==> config.mk <==
export PLATFORM = sky130hd
export DESIGN_NAME = usb_rx_timer
export DESIGN_NICKNAME = d
export VERILOG_FILES = /design/src/rtl/usb_rx_timer.sv
export SDC_FILE = /design/constraint.sdc
export NUM_CORES = 1
export LEC_CHECK = 0
export CAP_MARGIN = 20
export CORE_AREA = 2 2 45 47
export DETAILED_ROUTE_END_ITERATION = 8
export DIE_AREA = 0 0 47 49
export GPL_TIMING_DRIVEN = 0
export PLACE_DENSITY = 0.58
export RECOVER_POWER = 50
export SLEW_MARGIN = 20
export SYNTH_ARGS = -nofsm -noshare
export SYNTH_HDL_FRONTEND = slang
export SYNTH_SLANG_ARGS = --single-unit
==> constraint.sdc <==
create_clock -name clk -period 1.7 [get_ports clk]
set_input_delay 0.255 -clock clk [delete_from_list [all_inputs] [get_ports clk]]
set_output_delay 0.255 -clock clk [all_outputs]
set_load 0.01 [all_outputs]
==> src/rtl/usb_rx_timer.sv <==
// USB receive bit-timing controller: resynchronises a per-bit clock counter on line edges,
// strobes the shift register once per bit, pulses on byte completion and flags a dead line.
module usb_rx_timer #(
    parameter int CLKS_PER_BIT  = 8,
    parameter int SAMPLE_POINT  = 3,
    parameter int BITS_PER_BYTE = 8,
    parameter int MAX_IDLE_BITS = 7
) (
    input  logic                             clk,
    input  logic                             rst,
    input  logic                             enable_timer,
    input  logic                             d_edge,
    input  logic                             stuff_bit,
    output logic                             shift_enable,
    output logic                             byte_received,
    output logic [$clog2(BITS_PER_BYTE)-1:0] bit_count,
    output logic                             rx_error,
    output logic                             state_dbg
);

    localparam int CNT_W  = $clog2(CLKS_PER_BIT);
    localparam int BC_W   = $clog2(BITS_PER_BYTE);
    localparam int IDLE_W = $clog2(MAX_IDLE_BITS + 1);

    localparam logic [CNT_W-1:0]  CNT_LAST   = CNT_W'(CLKS_PER_BIT - 1);
    localparam logic [CNT_W-1:0]  CNT_SAMPLE = CNT_W'(SAMPLE_POINT);
    localparam logic [BC_W-1:0]   BC_LAST    = BC_W'(BITS_PER_BYTE - 1);
    localparam logic [IDLE_W-1:0] IDLE_MAX   = IDLE_W'(MAX_IDLE_BITS);

    typedef enum logic {
        IDLE = 1'b0,
        RUN  = 1'b1
    } state_t;

    state_t              state;
    state_t              next_state;
    logic [CNT_W-1:0]    clk_cnt;
    logic [IDLE_W-1:0]   idle_cnt;
    logic                active;

    // State register
    always_ff @(posedge clk) begin
        if (rst) begin
            state <= IDLE;
        end else begin
            state <= next_state;
        end
    end

    // Next-state logic: both states simply follow enable_timer
    always_comb begin
        next_state = state;
        case (state)
            IDLE:    if (enable_timer)  next_state = RUN;
            RUN:     if (!enable_timer) next_state = IDLE;
            default: next_state = IDLE;
        endcase
    end

    // Output decode
    always_comb begin
        active       = (state == RUN) && enable_timer;
        shift_enable = active && (clk_cnt == CNT_SAMPLE) && !stuff_bit;
        state_dbg    = state;
    end

    // Counters; anything other than an enabled RUN cycle clears the bit-timing context.
    // byte_received is outside that gate so a byte completing as enable falls still reports.
    always_ff @(posedge clk) begin
        if (rst) begin
            clk_cnt       <= '0;
            bit_count     <= '0;
            idle_cnt      <= '0;
            byte_received <= 1'b0;
            rx_error      <= 1'b0;
        end else begin
            byte_received <= shift_enable && (bit_count == BC_LAST);
            if (active) begin
                if (d_edge || (clk_cnt == CNT_LAST)) begin
                    clk_cnt <= '0;
                end else begin
                    clk_cnt <= clk_cnt + 1'b1;
                end

                if (shift_enable) begin
                    bit_count <= (bit_count == BC_LAST) ? '0 : bit_count + 1'b1;
                end

                if (d_edge) begin
                    idle_cnt <= '0;
                end else if ((clk_cnt == CNT_LAST) && (idle_cnt != IDLE_MAX)) begin
                    idle_cnt <= idle_cnt + 1'b1;
                end

                if (idle_cnt == IDLE_MAX) begin
                    rx_error <= 1'b1;
                end
            end else begin
                clk_cnt   <= '0;
                bit_count <= '0;
                idle_cnt  <= '0;
                rx_error  <= 1'b0;
            end
        end
    end

endmodule

* Yosys cells after proc, flatten, opt, wreduce, memory -nomap -nowiden *
Index checks and enable logic that the tools add are counted.
W data, S select, Z words.

cells by class
  $lt $le $gt $ge = 0
  reduce and logical (&&, ||, !) cells = 10
  divide/modulo/power cells = 0
  shifts and indexed selects = 0
  $mul = 0
  bitwise gates (word level) = 1
  mux-type cells = 2
  add/subtract/negate cells = 3
  equality and inequality tests = 5

operator list
  operator               count
  $add A3 B1 Y3 const B  3
  $eq A3 B3 Y1 const B   3
  $reduce_or A3 Y1       2
  $logic_and A1 B1 Y1    5
  $eq A3 B2 Y1 const B   1
  $mux W3                1
  $ne A3 B3 Y1 const B   1
  $reduce_or A2 Y1       1
  $logic_not A1 Y1       1
  $logic_or A1 B1 Y1     1
  $mux W1                1
  $not A1 Y1             1

word-level totals
  bits in latches = 0
  output and inout port bits = 7
  bits in read-only memories = 0
  memories = 0
  register bits after elaboration = 12
  input bits = 5
  memory bits (writable) = 0
  word-level logic and storage cells = 27

* Depth between registers and ports, before layout *
Gate-level depths: netlist of the first run.

  word-level depth = 4
  gate-level depth with buffers = 6
  mapped depth without buffers = 5

* Worst setup path before layout of the first run *
No wires, ideal clock.

  kind = register to output
  start point = register clk_cnt[0]
  end point = output port shift_enable
  cell stages (with the launch flop) = 6
  required time = 1.445 ns
  path slack = 0.301 ns
  arrival time = 1.144 ns
  cells stage by stage = dfxtp_1 -> ha_1 -> ha_1 -> nor2b_1 -> clkbuf_1 -> and3_1

on the way
  word-level cells in the longest chain between the ends = 3

RTL lines
  item                               RTL line  text
  start, declared                    37        logic [CNT_W-1:0] clk_cnt;
  start signal, assigned             82        clk_cnt <= clk_cnt + 1'b1;
  $eq A3 B2 Y1                       63        shift_enable = active && (clk_cnt == CNT_SAMPLE) && !stuff_bit;
  $logic_and A1 B1 Y1 (2 in series)  63
  end, declared                      14        output logic shift_enable,

Every way passes these cells.

* Worst setup path in the final report of the first run *
Ends and elaborated chain as after synthesis.

==> results of run 1 <==
==> area by class of cell <==
class / count / area [um2]
Fill cell: 205 / 1120
Timing Repair Buffer: 13 / 116
Sequential cell: 12 / 243
Clock buffer: 4 / 36.3
Multi-Input combinational cell: 34 / 282
Inverter: 1 / 3.75
Tap cell: 27 / 33.8
Buffer: 1 / 3.75
==> kinds of logic (layout without fill, tap and decap cells) <==
family,Yosys count,in the layout,share of synthesized area
and+or+nand+nor,21,21,0.238
DFF,12,12,0.457
adders and majority gates,7,7,0.167
muxes,4,4,0.0762
buffers and inverters,3,19,0.0357
AOI/OAI and AO/OA,1,1,0.00951
xor gates and xnor gates,1,1,0.0167
==> registers in the layout (all words and copies together), names as in the netlist <==
name and flops:
rx_error 1, clk_cnt 3, idle_cnt 3, byte_received 1, state_dbg 1, bit_count 3
==> routing by layer <==
metal | routed length [um] | share of wire | vias to the layer above | global-route usage
li1 | - | - | 193 | -
met1 | 408 | 0.47 | 163 | 0.114
met2 | 418 | 0.49 | 5 | 0.142
met3 | 34 | 0.039 | 0 | 0.0259
met4 | 0 | 0 | 0 | 0.0417
met5 | 0 | 0 | - | 0
==> cell usage after synthesis <==
library cell  number  area share
nand2b_1           1       0.012
mux2i_1            4       0.076
nand2_1            1      0.0071
a21oi_1            1      0.0095
buf_6              1       0.021
nor3b_2            1       0.024
and3_1             1       0.012
nand3b_1           1       0.014
nor3_1             2       0.019
ha_1               7        0.17
dfxtp_1           12        0.46
clkbuf_1           1      0.0071
nor2_1             9       0.064
or2_1              1       0.012
nor2b_1            3       0.036
xnor2_1            1       0.017
inv_1              1      0.0071
nand3b_4           1       0.038
==> power breakdown <==
part / switching, W / internal [W] / leakage (nW)
Combinational: 0.00000516 / 0.0000113 / 0.153
Sequential: 0.00000127 / 0.000282 / 0.0979
Clock: 0.0000936 / 0.000130 / 0.0210
Total: 0.000100 / 0.000424 / 0.272
==> stage by stage <==
stage                     setup WS (ns)  instance area (um2)  TNS (ns)  std cells  total power [W]
final                             0.114                  718         0         92         0.000524
after global routing             0.0270                  718         0         92         0.000548
after CTS                       0.00271                  739         0         92         0.000539
after detailed placement         -0.305                  669    -0.305         87         0.000310
after global placement           -0.310                  669    -0.310         87         0.000310
after floorplan                   0.301                  526         0         49         0.000296
==> final timing paths <==
kind	from	to	slack, ns	cells after the start
worst max-delay path	clk_cnt[0]	shift_enable	0.11	5
worst max register to register	clk_cnt[0]	idle_cnt[1]	0.18	6
worst min register to register	clk_cnt[0]	clk_cnt[0]	0.46	1
worst min-delay path	clk_cnt[0]	clk_cnt[0]	0.46	1
==> what timing repair did <==
action                                  CTS  global route
hold buffers                              0             0
gates resized for setup                  12             1
gates cloned                              0             0
setup buffers                             1             1
endpoints found under the setup margin    1             1
pin swaps                                 2             1
==> flow_summary.json, run 1 <==
{
  "std_cell_rows": 16,
  "hp-class": "flop to flop",
  "initial_core_util": 0.285,
  "n_antenna_cell": 0,
  "grt_pass1_vias": 376,
  "ys_ff_latch": 12,
  "numCtsBuffers": 3,
  "worstPathArrival_ns": 1.33,
  "fin_util": 0.390,
  "dr.first_iter.drc_count": 0,
  "synthCells": 49,
  "clock-sinks": 12,
  "die_y_um": 49,
  "h-tree-depth": 1,
  "area_growth_pct": 36.7,
  "power.density_nw_per_um2": 729,
  "status": "finished clean",
  "synth-seq-area-share": 0.457,
  "grt_overflow_total": 0,
  "grt_max_degree": 8,
  "cts.clk_slew.worst_paths_ns": 0.07,
  "max_slew_margin": 0.784,
  "clkLatencyLatePin_ns": 0.27,
  "skew_ns": 0.00389,
  "coreArea_um2": 1840,
  "worst_setup_path_start_kind": "flop",
  "antenna_found_initial": 0,
  "clockBufferDepth": 2,
  "worst_pin_slew_ns": 0.323,
  "power.leakage_nw": 0.272,
  "final_cell_mix": "dfxtp_1, nor2_1, clkdlybuf4s50_1, ha_1, mux2i_1",
  "ys.warnings.count": 0,
  "cts_tree": "done",
  "wl_um": 861,
  "vias": 361,
  "worst_path_max_delay_cell": "dfxtp_2",
  "slew_viol_final": 0,
  "ir_worst_vdd_v": 0.000457,
  "dr.pass1.iters": 1,
  "final_common_cell": "dfxtp_1",
  "grt_usage": 0.0917,
  "cp_top_family": "flip-flops",
  "viasPerCell": 3.92,
  "post-route-drc-count": 0,
  "holdWs_ns": 0.456,
  "rsz0062_at_grt": "no",
  "crit_top_cell": "ha_4",
  "cts_root_buf": "clkbuf_4",
  "grt_pass1_wl_mm": 1.57,
  "place.port_buffers": 11,
  "globalplace.congestion": 0.600,
  "period_needed_ns": 1.59,
  "final_nets": 78,
  "synth.distinct_cells": 18,
  "min_period_over_period": 0.933,
  "worstPathCellList": "ha_4 > ha_4 > nor2b_2 > and3_1 > buf_2",
  "end_kind": "output port",
  "max_freq_mhz": 630,
  "wl_per_cell_um": 9.36,
  "synth_area_per_cell_um2": 10.7,
  "drive_above_1_share": 0.185,
  "path_class": "flop to output port",
  "ios": 12,
  "setup_viol": 0,
  "slowest_delay_ns": 0.34,
  "syn_nets": 61,
  "cp.required_ns": 1.44,
  "crit_buf_inv": 1,
  "hold_viol": 0,
  "dp_hpwl_um": 604,
  "maxCapViolCount": 0,
  "crit_fanout": 2,
  "die-width_um": 47,
  "syn_area_um2": 526,
  "dieArea_um2": 2300,
  "antenna_left": 0
}
Note: power is estimated with default switching activity, not from simulation.
==> inputs of run 2 (changes only) <==
--- a/config.mk
+++ b/config.mk
@@ -5,6 +5,7 @@
 export SDC_FILE = /design/constraint.sdc
 export NUM_CORES = 1
 export LEC_CHECK = 0
+export ABC_CLOCK_PERIOD_IN_PS = 1700
 export CAP_MARGIN = 20
 export CORE_AREA = 2 2 45 47
 export DETAILED_ROUTE_END_ITERATION = 8
@@ -16,3 +17,4 @@
 export SYNTH_ARGS = -nofsm -noshare
 export SYNTH_HDL_FRONTEND = slang
 export SYNTH_SLANG_ARGS = --single-unit
+export TNS_END_PERCENT = 100
==> results of run 2 <==
Same layout as run 1: the final DEF is identical, and so are final timing and power.
==> inputs of run 3 (changes only) <==
--- a/config.mk
+++ b/config.mk
@@ -5,13 +5,13 @@
 export SDC_FILE = /design/constraint.sdc
 export NUM_CORES = 1
 export LEC_CHECK = 0
-export ABC_CLOCK_PERIOD_IN_PS = 1700
+export ABC_CLOCK_PERIOD_IN_PS = 1400
 export CAP_MARGIN = 20
 export CORE_AREA = 2 2 45 47
 export DETAILED_ROUTE_END_ITERATION = 8
 export DIE_AREA = 0 0 47 49
 export GPL_TIMING_DRIVEN = 0
-export PLACE_DENSITY = 0.58
+export PLACE_DENSITY = 0.6
 export RECOVER_POWER = 50
 export SLEW_MARGIN = 20
 export SYNTH_ARGS = -nofsm -noshare
==> constraint.sdc (replaced) <==
create_clock -name clk -period 1.4 [get_ports clk]
set_input_delay 0.21 -clock clk [delete_from_list [all_inputs] [get_ports clk]]
set_output_delay 0.21 -clock clk [all_outputs]
set_load 0.05 [all_outputs]
==> flow_summary.json, run 3 (synthesis results as in run 1) <==
{
  "die-width_um": 47,
  "grt_overflow_total": 0,
  "worstPathArrival_ns": 1.33,
  "initial_core_util": 0.285,
  "ir_worst_vdd_v": 0.000370,
  "skew_ns": 0.00413,
  "globalplace.congestion": 0.637,
  "slowest_delay_ns": 0.35,
  "fin_util": 0.422,
  "crit_top_cell": "ha_4",
  "rsz0062_at_grt": "yes",
  "hold_buffers": 0,
  "grt_pass1_wl_mm": 1.36,
  "period_needed_ns": 1.54,
  "cts.clk_slew.worst_paths_ns": 0.07,
  "clkLatencyLatePin_ns": 0.27,
  "max_slew_margin": 0.678,
  "max_freq_mhz": 648,
  "dp_hpwl_um": 586,
  "cts_root_buf": "clkbuf_4",
  "hold_viol": 0,
  "post-route-drc-count": 0,
  "layout.area.seq_um2": 243,
  "grt_usage": 0.0865,
  "multiInputGateArea_um2": 324,
  "failed_checks": "setup timing",
  "cp.required_ns": 1.19,
  "area_growth_pct": 47.9,
  "worst_path_max_delay_cell": "dfxtp_2",
  "std_cell_rows": 16,
  "worstPathCellList": "ha_4 > ha_4 > nor2b_4 > and3_4 > buf_8",
  "final_common_cell": "dfxtp_1",
  "power.leakage_nw": 0.312,
  "post-place-ws_ns": -0.724,
  "top_regs": "bit_count (3), clk_cnt (3), idle_cnt (3)",
  "worst_setup_path_start_kind": "flop",
  "dieArea_um2": 2300,
  "drive_above_1_share": 0.318,
  "status": "complete, but fails checks",
  "final.setup.worst_slack_ns": -0.143,
  "hp-class": "flop to flop",
  "cp_top_family": "flip-flops",
  "setup_viol": 1,
  "n_antenna_cell": 0,
  "wl_um": 782,
  "worst_pin_slew_ns": 0.485,
  "final_cell_mix": "dfxtp_1, nor2_1",
  "crit_fanout": 2,
  "final_cells": 93,
  "power.density_nw_per_um2": 748,
  "dr.pass1.iters": 1,
  "path_class": "flop to output port",
  "coreArea_um2": 1840,
  "holdWs_ns": 0.440,
  "h-tree-depth": 1,
  "maxCapViolCount": 0,
  "grt_max_degree": 7,
  "min_period_over_period": 1.10,
  "crit_buf_inv": 1,
  "end_kind": "output port",
  "wl_per_cell_um": 8.41,
  "slew_viol_final": 0,
  "grt_pass1_vias": 343,
  "ios": 12,
  "clock-sinks": 12,
  "vias": 376,
  "antenna_left": 0,
  "dr.first_iter.drc_count": 0,
  "dp.cells": 87,
  "final_nets": 80,
  "clockBufferDepth": 2,
  "viasPerCell": 4.04,
  "cts_tree": "done",
  "antenna_found_initial": 0,
  "nFillCells": 204,
  "numCtsBuffers": 3,
  "place.port_buffers": 11,
  "die_y_um": 49
}
==> run 3: cell types whose count changed in the layout (fill, tap and decap cells not counted), sizes merged <==
cell,change
clkdlybuf4s15,+3
dlygate4sd2,+2
clkbuf,-2
dlygate4sd3,-1
clkdlybuf4s50,-5
buf,+4
==> run 3: per-stage QoR <==
step,cell area (um2),setup TNS (ns),total power [W]
floorplan,532,0,0.000365
global placement,676,-0.935,0.000381
detailed placement,676,-1.03,0.000381
CTS,752,-0.263,0.000595
global route,777,-0.220,0.000610
finish,777,-0.143,0.000582
==> run 3: repair_timing <==
item / 4_1_cts / 5_1_grt
pin swaps: 1 / 2
resized for setup: 26 / 7
endpoints found under the setup margin: 10 / 9
setup buffers: 2 / 3
hold endpoints to repair: 0 / 0
==> run 3: worst paths after layout <==
check / start / slack (ns) / cells past startpoint / end
worst max-delay path: clk_cnt[0] / -0.14 / 5 / shift_enable
worst min-delay path: clk_cnt[0] / 0.44 / 1 / clk_cnt[0]
worst max register to register: clk_cnt[0] / 0.08 / 7 / bit_count[1]
worst min register to register: clk_cnt[0] / 0.44 / 1 / clk_cnt[0]
==> run 3: cell type report <==
type / count / area share
tap: 27 / 0.0435
sequential: 12 / 0.312
multi-input combinational: 34 / 0.417
clock buffer: 3 / 0.0290
inverter: 1 / 0.00483
buffer: 1 / 0.0145
timing repair buffer: 15 / 0.179
==> run 3: routing by layer <==
layer,part of all wire,global-route usage
met1,0.45,0.100
met2,0.45,0.121
met3,0.074,0.0556
met4,0.018,0.0417
met5,0,0
==> run 3: power breakdown <==
| group | internal [W] | switching (W) |
|---|---|---|
| Sequential | 0.000343 | 0.00000219 |
| Combinational | 0.0000161 | 0.0000125 |
| Clock | 0.0000996 | 0.000108 |
| Total | 0.000459 | 0.000123 |
